===== src/rtl/calc_pkg.sv =====
// calc_pkg: shared FSM/operator enums, result type and saturating arithmetic for the calculator
package calc_pkg;
  typedef enum logic [1:0] {S_A = 2'd0, S_B = 2'd1, S_OP = 2'd2, S_RES = 2'd3} state_t;
  typedef enum logic {OP_ADD = 1'b0, OP_SUB = 1'b1} op_t;
  typedef logic signed [4:0] result_t;
  typedef struct packed {
    logic    ovf;
    result_t res;
  } calc_t;
  localparam logic signed [5:0] RES_MAX = 6'sd15;
  localparam logic signed [5:0] RES_MIN = -6'sd16;
  function automatic calc_t calc_sat(input logic [3:0] a, input logic [3:0] b, input op_t op);
    logic signed [5:0] v;
    calc_t c;
    v = (op == OP_SUB) ? $signed({2'b00, a}) - $signed({2'b00, b})
                       : $signed({2'b00, a}) + $signed({2'b00, b});
    c.ovf = (v > RES_MAX) || (v < RES_MIN);
    c.res = (v > RES_MAX) ? RES_MAX[4:0] : (v < RES_MIN) ? RES_MIN[4:0] : v[4:0];
    return c;
  endfunction
endpackage


===== src/rtl/btn_debounce.sv =====
// btn_debounce: 2-FF synchroniser, stability counter and registered one-cycle press pulse
module btn_debounce #(
  parameter int DEBOUNCE_CYCLES = 1_000_000
) (
  input  logic clk,
  input  logic reset,
  input  logic i_btn,
  output logic o_press
);
  localparam int CNT_W = $clog2(DEBOUNCE_CYCLES + 1);
  localparam logic [CNT_W-1:0] CNT_LAST = CNT_W'(DEBOUNCE_CYCLES - 1);
  logic [1:0]       r_sync;
  logic             r_level, r_press;
  logic [CNT_W-1:0] r_cnt;
  // the flip lands on the DEBOUNCE_CYCLES-th consecutive differing sample
  always_ff @(posedge clk) begin
    if (!reset) begin
      r_sync  <= '0;
      r_level <= 1'b0;
      r_cnt   <= '0;
      r_press <= 1'b0;
    end else begin
      r_sync  <= {r_sync[0], i_btn};
      r_press <= 1'b0;
      if (r_sync[1] == r_level) r_cnt <= '0;
      else if (r_cnt == CNT_LAST) begin
        r_level <= ~r_level;
        r_cnt   <= '0;
        r_press <= ~r_level;
      end else r_cnt <= r_cnt + CNT_W'(1);
    end
  end
  assign o_press = r_press;
endmodule


===== src/rtl/calc_input_ctrl.sv =====
// calc_input_ctrl: debounced buttons sequencing operand/operator entry and a saturated 5-bit signed result
module calc_input_ctrl
  import calc_pkg::*;
#(
  parameter int DEBOUNCE_CYCLES = 1_000_000
) (
  input  logic       clk,
  input  logic       reset,
  input  logic [3:0] sw,
  input  logic       btn_enter,
  input  logic       btn_op,
  input  logic       btn_mode,
  output logic [3:0] operand1,
  output logic [3:0] operand2,
  output logic [4:0] result,
  output logic       result_valid,
  output logic       overflow,
  output logic       op_sel,
  output logic [1:0] state,
  output logic       mode_change
);
  state_t     r_state, w_state_n;
  op_t        r_op, w_op_n;
  logic [3:0] r_a, r_b, w_a_n, w_b_n;
  result_t    r_res, w_res_n;
  logic       r_ovf, r_valid, w_ovf_n, w_valid_n;
  logic       w_enter, w_op;
  calc_t      w_calc;
  btn_debounce #(.DEBOUNCE_CYCLES(DEBOUNCE_CYCLES)) u_enter (
    .clk(clk), .reset(reset), .i_btn(btn_enter), .o_press(w_enter));
  btn_debounce #(.DEBOUNCE_CYCLES(DEBOUNCE_CYCLES)) u_op (
    .clk(clk), .reset(reset), .i_btn(btn_op), .o_press(w_op));
  btn_debounce #(.DEBOUNCE_CYCLES(DEBOUNCE_CYCLES)) u_mode (
    .clk(clk), .reset(reset), .i_btn(btn_mode), .o_press(mode_change));
  assign w_calc = calc_sat(r_a, r_b, r_op);
  // enter takes priority over a coincident op press in S_OP
  always_comb begin
    w_state_n = r_state;
    w_op_n    = r_op;
    w_a_n     = r_a;
    w_b_n     = r_b;
    w_res_n   = r_res;
    w_ovf_n   = r_ovf;
    w_valid_n = r_valid;
    case (r_state)
      S_A:  if (w_enter) begin
        w_a_n     = sw;
        w_state_n = S_B;
      end
      S_B:  if (w_enter) begin
        w_b_n     = sw;
        w_state_n = S_OP;
      end
      S_OP: if (w_enter) begin
        w_res_n   = w_calc.res;
        w_ovf_n   = w_calc.ovf;
        w_valid_n = 1'b1;
        w_state_n = S_RES;
      end else if (w_op) w_op_n = op_t'(~r_op);
      S_RES: if (w_enter) begin
        w_a_n     = '0;
        w_b_n     = '0;
        w_res_n   = '0;
        w_ovf_n   = 1'b0;
        w_valid_n = 1'b0;
        w_state_n = S_A;
      end
    endcase
  end
  always_ff @(posedge clk) begin
    if (!reset) begin
      r_state <= S_A;
      r_op    <= OP_ADD;
      r_a     <= '0;
      r_b     <= '0;
      r_res   <= '0;
      r_ovf   <= 1'b0;
      r_valid <= 1'b0;
    end else begin
      r_state <= w_state_n;
      r_op    <= w_op_n;
      r_a     <= w_a_n;
      r_b     <= w_b_n;
      r_res   <= w_res_n;
      r_ovf   <= w_ovf_n;
      r_valid <= w_valid_n;
    end
  end
  assign operand1     = r_a;
  assign operand2     = r_b;
  assign result       = r_res;
  assign overflow     = r_ovf;
  assign result_valid = r_valid;
  assign op_sel       = r_op;
  assign state        = r_state;
endmodule

===== config.mk =====
export PLATFORM = sky130hd
export DESIGN_NAME = calc_input_ctrl
export DESIGN_NICKNAME = d
export VERILOG_FILES = /design/src/rtl/calc_pkg.sv /design/src/rtl/btn_debounce.sv /design/src/rtl/calc_input_ctrl.sv
export SDC_FILE = /design/constraint.sdc
export NUM_CORES = 1
export LEC_CHECK = 0
export ABC_AREA = 1
export CAP_MARGIN = 10
export CORE_UTILIZATION = 59
export CTS_CLUSTER_DIAMETER = 200
export CTS_CLUSTER_SIZE = 40
export DETAILED_ROUTE_END_ITERATION = 16
export GPL_TIMING_DRIVEN = 0
export PLACE_DENSITY_LB_ADDON = 0.1
export SLEW_MARGIN = 20
export SYNTH_ARGS = -nofsm -noshare
export SYNTH_HDL_FRONTEND = slang
export SYNTH_SLANG_ARGS = --single-unit

===== constraint.sdc =====
create_clock -name clk -period 2.2 [get_ports clk]
set_input_delay 0.44 -clock clk [delete_from_list [all_inputs] [get_ports clk]]
set_output_delay 0.44 -clock clk [all_outputs]
set_load 0.005 [all_outputs]

==> reports/metrics.cfg <==
[cells_and_area]
seqCellArea_um2=1800
multiInputGateArea_um2=2300
finalNetCount=700
drive_gt1_share_pct=6.19
num-fill-cells=655
areaGrowthSynthToFinish_pct=13.3
fin_cells=777
antenna_cells=0
utilization_pct=69.5
final_cell_area_um2=5070

[critical_path]
max_stage_delay_ns=0.56
worst-path-max-fanout=6
rr_worst_depth=9
worst_r2r_endpoint=result[2]$_SDFFE_PN0P_
cp_data_required_time_ns=1.76
crit_buf_inv=1
slowest_stage=clkdlybuf4s50_1
crit_start=operand2[1]$_SDFFE_PN0P_
crit_arrival_ns=1.41
critPathCaptureType=output pin
endpoint=operand2[1]
startpoint_type=flop
cp.depth=1
crit_chain=clkdlybuf4s50_1
crit_family=buffers and inverters
path_class=reg2out
r2r_slack_ns=0.48
rr_startpoint=operand1[1]$_SDFFE_PN0P_

[timing]
fin_tns_setup_ns=0
max_slew.worst_pin.slew_ns=0.453
min_period_ns=1.85
finalHoldWorstSlack_ns=0.422
hold_viol=0
drv_slew=0
max_freq_mhz=541
setup_ws_ns=0.352
slew_headroom_pct=69.8
fin_worst_skew_ns=0.0136
rsz0062_at_grt=false
fin_crit_sh_pct=84.0
setup_viol=0

[logic_synthesis]
synth-async-reset-ratio_pct=0
ys_top_cells_by_count=nand2_1, nor2_1, dfxtp_1, inv_1, a21oi_1
synth_area_leaders=dfxtp_1, nand2_1, nor2_1
ys_seq_elements=90
synth.distinct_cells=29
synth_top_area_share_pct=40.3
netlist_instances=635
syn_nets=662
avgSynthCellArea_um2=7.05
synth-main-ff-cell=dfxtp_1
synth_edf_count=0
syn_area_um2=4470
ys_seq_area_share_pct=40.3
synth_top_area_cell=dfxtp_1
yosysMostFrequentCell=nand2_1
synth.yosys.warnings=0

[job]
cap_viol_max_count=0

[global_route]
grt_pass1_wl_mm=15.3
antenna_found_initial=0
grt_usage_pct=24.4
grt_overflow=0
grt_max_degree=17
grt_pass1_vias=3630

[clock_network]
cts_resized=0
clkTransAtPathRegs_ns=0.10
cts_tree=yes
post_cts_buffers=0
cts_max_level=3
clk_latency_ns=0.37
cts_buffer_depth=2
cts_root_buf=clkbuf_8
hold_buffers=0
cts_sinks=90
cts_buffers=9

[die]
rows=31
die_x_um=89.1
core_um2=7290
die_y_um=89.1
start_util_pct=61.4
pin_count=28
die_area_um2=7940

[power]
peakVddDrop_mv=0.463
power.density_nw_per_um2=591
p_leak_nw=1.74
power_mw=2.99

[detailed_routing]
firstDrtPassIters=5
drc=0
topRoutingLayerUsed=met4
wl_met3_um=466
wire_per_inst_um=11.5
dr_wl_met2_mm=4.27
wl_met1_mm=4.09
drt_wl_total_mm=8.94
viasPerCell=5.20
ant_nets=0
route.vias.total=4043
drt_iter0_drc=143

[placement]
gp_congestion=0.883
dp_cells=761
preCtsSetupSlack_ns=0.310
place_area_um2=4870
hpwlAfterDp_mm=6.75
io_buffers=27

[worst_hold_path]
hold_class=reg2reg

[status]
outcome=finished clean

report_power, final:
group / switching (mW) / internal, mW / total [mW]
clock network: 0.610 / 0.535 / 1.15
logic: 0.104 / 0.0790 / 0.183
registers: 0.0192 / 1.65 / 1.67
total: 0.734 / 2.26 / 2.99
cell families (layout without fill, tap and decap cells):
family,count (synthesis),count (layout),synth area share [%]
AO/OA/AOI/OAI,76,76,8.67
buffers and inverters,91,134,8.25
AND/OR/NAND/NOR,338,338,33.1
XOR/XNOR,22,22,4.31
adder cells (fa/ha/maj),18,18,5.37
flip-flops,90,90,40.3
sequential cells by signal (all words and copies together) (netlist names), 2 cells and up:
name,cells
state,2
u_mode.r_sync,2
result,5
u_enter.r_sync,2
u_mode.r_cnt,20
u_enter.r_cnt,20
operand2,4
u_op.r_sync,2
operand1,4
u_op.r_cnt,20
worst min-delay path by stage:
stage | startpoint | endpoint | slack [ns] | cells past startpoint
finish | u_op.r_sync[0]$_SDFF_PN0_ | u_op.r_sync[1]$_SDFF_PN0_ | 0.42 | 2
global route | u_op.r_sync[0]$_SDFF_PN0_ | u_op.r_sync[1]$_SDFF_PN0_ | 0.46 | 2
CTS | u_op.r_sync[0]$_SDFF_PN0_ | u_op.r_sync[1]$_SDFF_PN0_ | 0.42 | 2
detailed placement | u_op.r_sync[0]$_SDFF_PN0_ | u_op.r_sync[1]$_SDFF_PN0_ | 0.40 | 2
global placement | u_mode.r_sync[0]$_SDFF_PN0_ | u_mode.r_sync[1]$_SDFF_PN0_ | 0.40 | 2
floorplan | u_enter.r_sync[0]$_SDFF_PN0_ | u_enter.r_sync[1]$_SDFF_PN0_ | 0.39 | 2
final cells by class:
cell class                      count  area share (%)
Clock inverter                      7            1.53
Multi-Input combinational cell    454            45.4
Sequential cell                    90            35.5
Timing Repair Buffer               27            5.33
Inverter                           81            6.00
Tap cell                           99            2.44
Clock buffer                        9            2.44
Buffer                             10            1.28
cell usage in the layout (no fill, tap or decap), types with 16 or more instances in the layout:
master / instances
nand2_1: 144
a21oi_1: 50
nor2_1: 100
ha_1: 16
inv_1: 81
nor3_1: 20
clkdlybuf4s50_1: 27
dfxtp_1: 90
o21ai_0: 22
nand3_1: 35
metal layers:
layer / GRT usage, % / vias to the layer above
li1: - / 2096
met1: 30.6 / 1843
met2: 41.9 / 92
met3: 6.09 / 12
met4: 6.35 / 0
met5: 0 / -
tightest hold or removal path: stages, from the launching register on:
cell and delay (ns):
dfxtp_1 0.32, nand2_1 0.04, inv_1 0.04
Note: power is estimated with default switching activity, not from simulation.
